**config.mk**
```make
export PLATFORM = sky130hd
export DESIGN_NAME = param_parser_fifo
export DESIGN_NICKNAME = d
export VERILOG_FILES = /design/src/rtl/param_parser_fifo.sv
export SDC_FILE = /design/constraint.sdc
export NUM_CORES = 1
export LEC_CHECK = 0
export ABC_AREA = 1
export CAP_MARGIN = 5
export CORE_AREA = 2 2 325 247
export DETAILED_ROUTE_END_ITERATION = 7
export DIE_AREA = 0 0 327 249
export PLACE_DENSITY = 0.5
export SLEW_MARGIN = 20
export SYNTH_ARGS = -nofsm -noshare
export SYNTH_HDL_FRONTEND = slang
export SYNTH_SLANG_ARGS = --single-unit
```
**constraint.sdc**
```tcl
create_clock -name clk -period 5.52 [get_ports clk]
set_clock_uncertainty 0.15 [all_clocks]
set_input_delay 0.552 -clock clk [delete_from_list [all_inputs] [get_ports clk]]
set_output_delay 0.552 -clock clk [all_outputs]
set_load 0.01 [all_outputs]
```
**src/rtl/param_parser_fifo.sv**
```systemverilog
// Synchronous FIFO with standard or first-word-fall-through read; dout registered, one-cycle read latency (FWFT: head shown 1 cycle after write).
// Writes drop with an overflow pulse when full, reads are ignored with an underflow pulse when empty; both ignored while reset recovery is busy.
module param_parser_fifo #(
  parameter int WIDTH            = 33,
  parameter int DEPTH            = 16,
  parameter int PROG_FULL_THRESH = 3,
  parameter int FWFT             = 0
) (
  input  logic                     clk,
  input  logic                     srst,
  input  logic [WIDTH-1:0]         din,
  input  logic                     wr_en,
  output logic                     full,
  input  logic                     rd_en,
  output logic [WIDTH-1:0]         dout,
  output logic                     valid,
  output logic                     empty,
  output logic                     prog_full,
  output logic [$clog2(DEPTH):0]   count,
  output logic                     overflow,
  output logic                     underflow,
  output logic                     wr_rst_busy,
  output logic                     rd_rst_busy
);

  localparam int AW = $clog2(DEPTH);
  localparam int CW = AW + 1;
  localparam logic [CW-1:0] DEPTH_C  = CW'(DEPTH);
  localparam logic [CW-1:0] THRESH_C = CW'(PROG_FULL_THRESH);

  logic [WIDTH-1:0] r_mem [DEPTH];
  logic [AW-1:0]    r_wptr;
  logic [AW-1:0]    r_rptr;
  logic [CW-1:0]    r_count;
  logic             r_full;
  logic             r_empty;
  logic             r_pfull;
  logic             r_valid;
  logic             r_ovf;
  logic             r_unf;
  logic [WIDTH-1:0] r_dout;
  logic [1:0]       r_busy_sr;

  logic             w_busy;
  logic             w_rd_acc;
  logic             w_wr_acc;
  logic [CW-1:0]    w_cnt_nxt;
  logic [CW-1:0]    w_remain;
  logic [AW-1:0]    w_rptr_nxt;
  logic             w_valid_nxt;
  logic [WIDTH-1:0] w_dout_nxt;

  always_comb begin
    w_busy     = r_busy_sr[1];
    w_rd_acc   = rd_en & ~r_empty & ~w_busy;
    w_wr_acc   = wr_en & ~w_busy & (~r_full | w_rd_acc);
    w_cnt_nxt  = r_count;
    if (w_wr_acc && !w_rd_acc) begin
      w_cnt_nxt = r_count + CW'(1);
    end else if (!w_wr_acc && w_rd_acc) begin
      w_cnt_nxt = r_count - CW'(1);
    end
    w_rptr_nxt = w_rd_acc ? r_rptr + AW'(1) : r_rptr;
    w_remain   = r_count - CW'(w_rd_acc);
    w_valid_nxt = w_rd_acc;
    w_dout_nxt  = r_dout;
    if (FWFT != 0) begin
      // Head after this edge: the word being written if nothing else remains, else memory at the new read pointer.
      w_valid_nxt = (w_cnt_nxt != '0);
      if (w_valid_nxt) begin
        w_dout_nxt = (w_remain == '0) ? din : r_mem[w_rptr_nxt];
      end
    end else if (w_rd_acc) begin
      w_dout_nxt = r_mem[r_rptr];
    end
  end

  always_ff @(posedge clk) begin
    if (w_wr_acc) begin
      r_mem[r_wptr] <= din;
    end
  end

  always_ff @(posedge clk or posedge srst) begin
    if (srst) begin
      r_wptr    <= '0;
      r_rptr    <= '0;
      r_count   <= '0;
      r_full    <= 1'b0;
      r_empty   <= 1'b1;
      r_pfull   <= 1'b0;
      r_valid   <= 1'b0;
      r_dout    <= '0;
      r_ovf     <= 1'b0;
      r_unf     <= 1'b0;
      r_busy_sr <= 2'b11;
    end else begin
      if (w_wr_acc) begin
        r_wptr <= r_wptr + AW'(1);
      end
      r_rptr    <= w_rptr_nxt;
      r_count   <= w_cnt_nxt;
      r_full    <= (w_cnt_nxt == DEPTH_C);
      r_empty   <= (w_cnt_nxt == '0);
      r_pfull   <= (w_cnt_nxt >= THRESH_C);
      r_valid   <= w_valid_nxt;
      r_dout    <= w_dout_nxt;
      r_ovf     <= wr_en & ~w_busy & r_full & ~w_rd_acc;
      r_unf     <= rd_en & ~w_busy & r_empty;
      r_busy_sr <= {r_busy_sr[0], 1'b0};
    end
  end

  assign full        = r_full;
  assign empty       = r_empty;
  assign prog_full   = r_pfull;
  assign count       = r_count;
  assign valid       = r_valid;
  assign dout        = r_dout;
  assign overflow    = r_ovf;
  assign underflow   = r_unf;
  assign wr_rst_busy = r_busy_sr[1];
  assign rd_rst_busy = r_busy_sr[1];

endmodule
```
* After elaboration in Yosys (flattened, before gate mapping)
Memory sizes are Yosys's and may differ from the RTL's. A register that Yosys moved wholly into a read port is not among the register bits.
Index checks and enable logic that the tools add are counted.
** Cells by class
- Equal/unequal tests :: 1
- Bitwise logic cells :: 13
- Reductions and logical operators :: 5
- Add/subtract/negate cells :: 4
- Muxes and demuxes :: 4
- Order comparisons :: 1
** Operators by type and width (number)
- 5-bit two-way mux :: 2
- 4-bit by 1-bit adder with 4-bit output (second input constant) :: 2
- 1-bit AND :: 8
- 5-bit by 1-bit adder with 5-bit output (second input constant) :: 1
- 5-bit == test (second input constant) :: 1
- 5-bit by 2-bit >= comparator with 1-bit output (second input constant) :: 1
- 5-bit logical NOT :: 1
- 5-bit by 1-bit subtractor with 5-bit output (second input constant) :: 1
- 1-bit inverter :: 4
- 1-bit logical AND :: 2
- 1-bit logical NOT :: 2
- 1-bit two-way mux :: 2
- 1-bit OR :: 1
** Word-level totals
- RAM bits :: 528
- Memories kept :: 1
- Flip-flop bits (word level) :: 21
- Output and inout bits :: 46
** Memory list
- r_mem :: depth 16, width 33, rd ports 1, clocked after memory_dff 1, write ports 1, line 31 : logic [WIDTH-1:0] r_mem [DEPTH];

* Logic depth before layout (Yosys ltp)
Gate-level depths: netlist of run 1.
- Word-level depth :: 10
- Depth in mapped cells :: 11

* Worst setup path after synthesis of run 1
Ideal clock, no wire load.
- Path type :: input -> register
- From :: input rd_en
- To :: memory r_mem[11][0], enable pin
- Arrival time :: 3330 ps
- Stages on the path :: 4
- Path slack :: 1575 ps
- Library setup time :: 464 ps
- Path through :: nand3_2 -> a21oi_4 -> inv_1 -> nor3_1
** Between the ends
- Word-level cells in the longest chain between the ends :: 6
** RTL lines
- from (decl) :: line 14 : input logic rd_en,
- 1-bit AND (2 in series) :: line 55 : w_rd_acc = rd_en & ~r_empty & ~w_busy;
- 1-bit OR :: line 56 : w_wr_acc = wr_en & ~w_busy & (~r_full | w_rd_acc);
- 1-bit AND :: line 56
- 1-bit two-way mux :: line 79 : if (w_wr_acc) begin
- 1-bit two-way mux (not written as such) :: line 80 : r_mem[r_wptr] <= din;
- to (decl) :: line 31
Every way passes these cells.

==> metrics, run 1 <==
outcome finished clean; Final WS setup 2.48 ns; initial antenna violation count 0; vias per cell 4.66; WL/cell 19.7 um; gr ovfl total 0; Final Critical Period 3.04 ns; commonest non-fill, non-tap cell in the layout nand2_1; RSZ-0062 raised after global routing no; hold crit path type in -> async; CP arrival 3.39 ns; total global-route track usage 14.9%; leading cell types in the layout, fill and taps excluded nand2_1 (614), edfxtp_1 (528), nand3_1 (209), nor2_1 (117), o21ai_0 (102); slowest stage delay, CP 0.76 ns; crit path max fanout 40; die span in x 327 um; Initial DRC Count 1,224; Worst EP required 5.87 ns; worst vdd ir 0.304 mV; crit path max-delay cell type dfrtp_4; largest net degree at the start of global routing 147; Post-CTS Hold Buffers 0; crit share post-route 55.1%; relative slew slack 27.9%; drt drc 0; via count 14,500; Final setup violation count 0; Mapped Area 23,200 sq um; cells after synthesis 1,937; endpoint type of the worst setup path flop; DP Wirelength 35,700 um; Slew @ Worst Pin 1.08 ns; Starting Density 29.8%; Post-Syn Area per Cell 12.0 sq um; post-synth top area cell edfxtp_1; TNS Setup 0 ns; cts bufs inserted 59; Routed Antenna Nets 0; port bufs 82; postcts setup bufs 0; Top cell by count, worst path nand2_1; design area 27,400 sq um; DR pass1 iterations 5; Power Density 512 nW/um^2; clk root buf clkbuf_16; yosys warns 0; vias in the first global route 14,200; # rows 89; critical path type reg -> reg; CTS tree yes; sequential-to-total area share from yosys stat 74.1%; Highest Clock Rate 329 MHz; Final GP Congestion 0.768; clock sinks 582; post-synthesis net count 1,981; worst slack, placed 1.97 ns; Yosys reg bits 582; H-tree levels 2; Area contributors post-synth edfxtp_1 (68%), nand2_1 (9.9%), dfrtp_1 (5.5%); Antenna Cells 0; global-route wire length before repair 92,100 um; area share of the largest cell type after synthesis 68.2%; CP Cell Sequence clkinv_2 -> nand2_1 -> buf_4 -> o21ai_0 -> nor2_1 -> nand2_1 -> nand3_1 -> nand2_1; hold slack 0.119 ns; Area Overhead vs Synth 18.0%; io pins 83; met2 usage 22.0%; Die Y 249 um; final WL 61,000 um; Tot Pwr 14.0 mW; dpl cell area 25,300 sq um; core area 78,100 sq um; Pleak 9.85 nW; distinct cell type count after synthesis 28; die area 81,400 sq um; clock insertion delay at the later pin of the skew report 0.62 ns; met1 usage 22.9%; layer with the highest usage met1; Post-layout nets 2,049; pins over their slew limit 0; max-cap violation count 0; Worst-path clk slew 0.06 ns; Max clock buf depth 3; met3 usage 1.90%; CP startpoint kind flop; Fin. Hold Viols 0; share of layout cells above drive strength 1 7.98%; CTS resizes 0
routing by layer:
layer | routed length [um] | share of wire (%) | vias to the layer above
met3 | 2880 | 4.7 | 73
met1 | 30400 | 50 | 7131
met5 | 0 | 0 | -
li1 | - | - | 6902
met2 | 26600 | 44 | 352
met4 | 1050 | 1.7 | 0
per-stage QoR:
step	std cells	util, %
4_1_cts	3100	35.1
3_5_place_dp	2989	32.4
2_1_floorplan	1937	-
6_report	3101	35.1
5_1_grt	3101	35.1
3_3_place_gp	2986	32.3
path summary, 6_finish.rpt:
kind | startpoint | endpoint | slack [ns] | cells after the start
worst max-delay path | r_rptr[1] | dout[16] | 2.48 | 8
worst min-delay path | srst | dout[17] | 0.12 | 2
worst max register to register | r_rptr[1] | dout[16] | 2.48 | 8
worst min register to register | r_busy_sr[0] | r_busy_sr[1] | 0.21 | 0
max in group asynchronous | srst | r_rptr[0] | 4.11 | 3
min in group clk | r_busy_sr[0] | r_busy_sr[1] | 0.21 | 0
cells by family (layout without fill, tap and decap cells):
kind of cell	after synthesis	in the layout	share of synthesized area, %
flip-flops	582	582	74.1
XOR/XNOR	9	9	0.339
adder cells (fa/ha/maj)	7	7	0.377
buffers and inverters	154	272	3.22
AO/OA/AOI/OAI	220	220	5.17
other	1	1	0.0161
AND/OR/NAND/NOR	964	964	16.8
cell type report:
cell class,count,area [sq um]
flip-flops and latches,582,17200
inverters,43,170
repair buffers,118,1210
clock inverters,37,524
multi-input cells,1201,5400
clock buffers,74,1590
fillers,7534,50600
well taps,1046,1310
critical path, delay by kind of cell (launching register included):
kind                   cells  cell delay [ns]
AO/OA/AOI/OAI              1             0.27
AND/OR/NAND/NOR            5             0.75
buffers and inverters      2             0.96
flip-flops                 1             0.76
sequential cells by signal, summed over array words and instances, names as in the netlist:
name / flops
count: 5
dout: 33
full: 1
empty: 1
valid: 1
r_busy_sr: 2
prog_full: 1
overflow: 1
r_wptr: 4
r_rptr: 4
r_mem: 528
underflow: 1
Yosys cell counts:
master,instances
nand4_2,1
nand4_1,3
conb_1,1
inv_2,3
buf_2,46
o22ai_1,36
nand3_2,1
buf_1,11
xor2_1,9
buf_6,8
nor3_1,4
o21ai_1,9
a21oi_1,54
nor2_1,131
edfxtp_1,528
a21boi_0,18
nand3_1,209
clkbuf_1,30
clkbuf_2,3
inv_1,40
nor2_2,1
dfrtp_1,51
ha_1,7
a21oi_4,1
dfstp_2,3
buf_4,13
nand2_1,614
o21ai_0,102
report_power, final:
part | total, mW | internal [mW] | switching (mW) | leakage (nW)
Clock | 4.31 | 2.58 | 1.73 | 1.03
Combinational | 4.29 | 1.30 | 2.98 | 3.40
Sequential | 5.45 | 5.19 | 0.259 | 5.42
(Power assumes the default switching activity.)
==> run 2, diff against run 1 <==
clock period = 3.1 ns   (was 5.52 ns; I/O delays follow)
==> metrics, run 2 (same netlist as run 1, synthesis figures left out) <==
outcome finished clean; vias in the first global route 14,400 (+0.89%); hold slack 0.161 ns (+0.0420 ns); design area 27,500 sq um (about the same); max FFs per register 528 (unchanged); H-tree levels 2 (unchanged); vias per cell 4.70 (+0.85%); commonest non-fill, non-tap cell in the layout nand2_1; io pins 83 (unchanged); critical path's top delay family simple AND/OR/NAND/NOR gates; Slew @ Worst Pin 0.952 ns (-0.129 ns); relative slew slack 36.3% (+8.4 points); share of layout cells above drive strength 1 8.16% (+0.18 points); # fillers 7,563 (+0.38%); Post-layout nets 2,066 (+0.83%); max-cap violation count 0 (unchanged); Top cell by count, worst path nand2_1; critical path type reg -> reg; largest net degree at the start of global routing 139 (-5.4%); worst vdd ir 0.497 mV (+63%); clock sinks 582 (unchanged); clk root buf clkbuf_16; Power Density 900 nW/um^2 (+76%); gr ovfl total 0 (unchanged); crit path max-delay cell type buf_4; placed cells 3,006 (+0.57%); Starting Density 29.8% (unchanged); RSZ-0062 raised after global routing no; Routed Antenna Nets 0 (unchanged); global-route wire length before repair 93,200 um (+1.2%); Max clock buf depth 3 (unchanged); DP Wirelength 35,900 um (+0.60%); die area 81,400 sq um (unchanged); CP startpoint kind flop; slowest stage delay, CP 0.43 ns (-0.33 ns); CTS resizes 0 (unchanged); initial antenna violation count 0 (unchanged); CTS tree yes; DR pass1 iterations 5 (unchanged); postcts setup bufs 0 (unchanged); die span in x 327 um (unchanged); via count 14,700 (+1.4%); dpl cell area 25,500 sq um (+0.76%); hold crit path type in -> reg; Final GP Congestion 0.807 (+5.1%); leading cell types in the layout, fill and taps excluded nand2_1 (614), edfxtp_1 (528), nand3_1 (209), nor2_1 (117), o21ai_0 (102); Top reg by flops r_mem; Area Overhead vs Synth 18.1% (about the same); crit path max fanout 20 (-50%); drt drc 0 (unchanged); WL met3 3490 um (+21%); endpoint type of the worst setup path flop; fin cells 3,117 (+0.52%); crit share post-route 79.0% (+24 points); pins over their slew limit 0 (unchanged); Tot Pwr 24.7 mW (+76%); Final setup violation count 0 (unchanged); Final Critical Period 2.45 ns (-0.590 ns); clock insertion delay at the later pin of the skew report 0.63 ns (about the same); Pleak 9.87 nW (+0.23%); met2 wire length 26,600 um (-0.13%); area of the multi-input gates 5400 sq um (unchanged); Die Y 249 um (unchanged); Metal-1 WL 31,000 um (+1.9%); Max Used Layer met4; Post-CTS Hold Buffers 1 (+1); buffers plus inverters on the worst setup path 2 (unchanged); port bufs 82 (unchanged); core area 78,100 sq um (unchanged); Storage cell area 17,200 sq um (unchanged); Worst-path clk slew 0.06 ns (about the same); WL/cell 19.9 um (+1.3%); CP Cell Sequence inv_2 -> nand2_1 -> a21oi_4 -> nand2_1 -> nor2_4 -> buf_4; Highest Clock Rate 408 MHz (+24%); Antenna Cells 0 (unchanged); Initial DRC Count 1,417 (+16%); Worst EP required 3.21 ns (-2.66 ns); # rows 89 (unchanged); Fin. Hold Viols 0 (unchanged); CP arrival 2.56 ns (-0.83 ns); final WL 62,100 um (+1.8%); cts bufs inserted 59 (unchanged); total global-route track usage 15.1% (+0.23 points)
## run 2: changes by cell type in the layout (fill, tap and decap cells not counted), sizes merged
cell	delta
dlygate4sd3	+1
clkbuf	-6
clkinvlp	+1
bufinv	-3
buf	+16
inv	-2
clkinv	+9
## run 2: final cells by class
class / instances / area share [%]
clock buffers: 68 / 5.50
clock inverters: 42 / 1.62
multi-input cells: 1201 / 19.7
well taps: 1046 / 4.77
repair buffers: 135 / 5.09
inverters: 43 / 0.615
flip-flops and latches: 582 / 62.7
## run 2: power by group
group | leakage [nW] | switching [mW] | internal, mW
combinational | 3.51 | 5.40 | 2.45
sequential | 5.42 | 0.380 | 9.24
clock | 0.945 | 3.06 | 4.16
## run 2: layer usage
metal | GRT usage [%] | vias to the layer above
met2 | 22.1 | 385
met3 | 2.39 | 74
li1 | - | 6916
met1 | 23.3 | 7281
met4 | 3.50 | 0
met5 | 0 | -
## run 2: worst min-delay path, cell delays in order
cell	delay (ns)
clkdlybuf4s50_1	0.46
nand2_1	0.09
nor2_1	0.03
## run 2: worst paths after layout
kind,from,end,slack [ns],cells after the start
worst min register to register,r_busy_sr[0],r_busy_sr[1],0.21,0
worst max register to register,r_busy_sr[1],r_mem[12][18],0.65,6
max in group asynchronous,srst,empty,1.69,4
worst min-delay path,rd_en,underflow,0.16,3
min in group asynchronous,srst,dout[22],0.46,3
worst max-delay path,r_busy_sr[1],r_mem[12][18],0.65,6
## run 2: through the flow
| step | setup TNS [ns] | worst slack, ns | utilization (%) |
|---|---|---|---|
| finish | 0 | 0.650 | 35.2 |
| global route | 0 | 0.510 | 35.2 |
| CTS | 0 | 0.657 | 35.2 |
| detailed placement | 0 | 0.284 | 32.6 |
| global placement | 0 | 0.284 | 32.6 |
| floorplan | -50.77 | -0.769 | - |
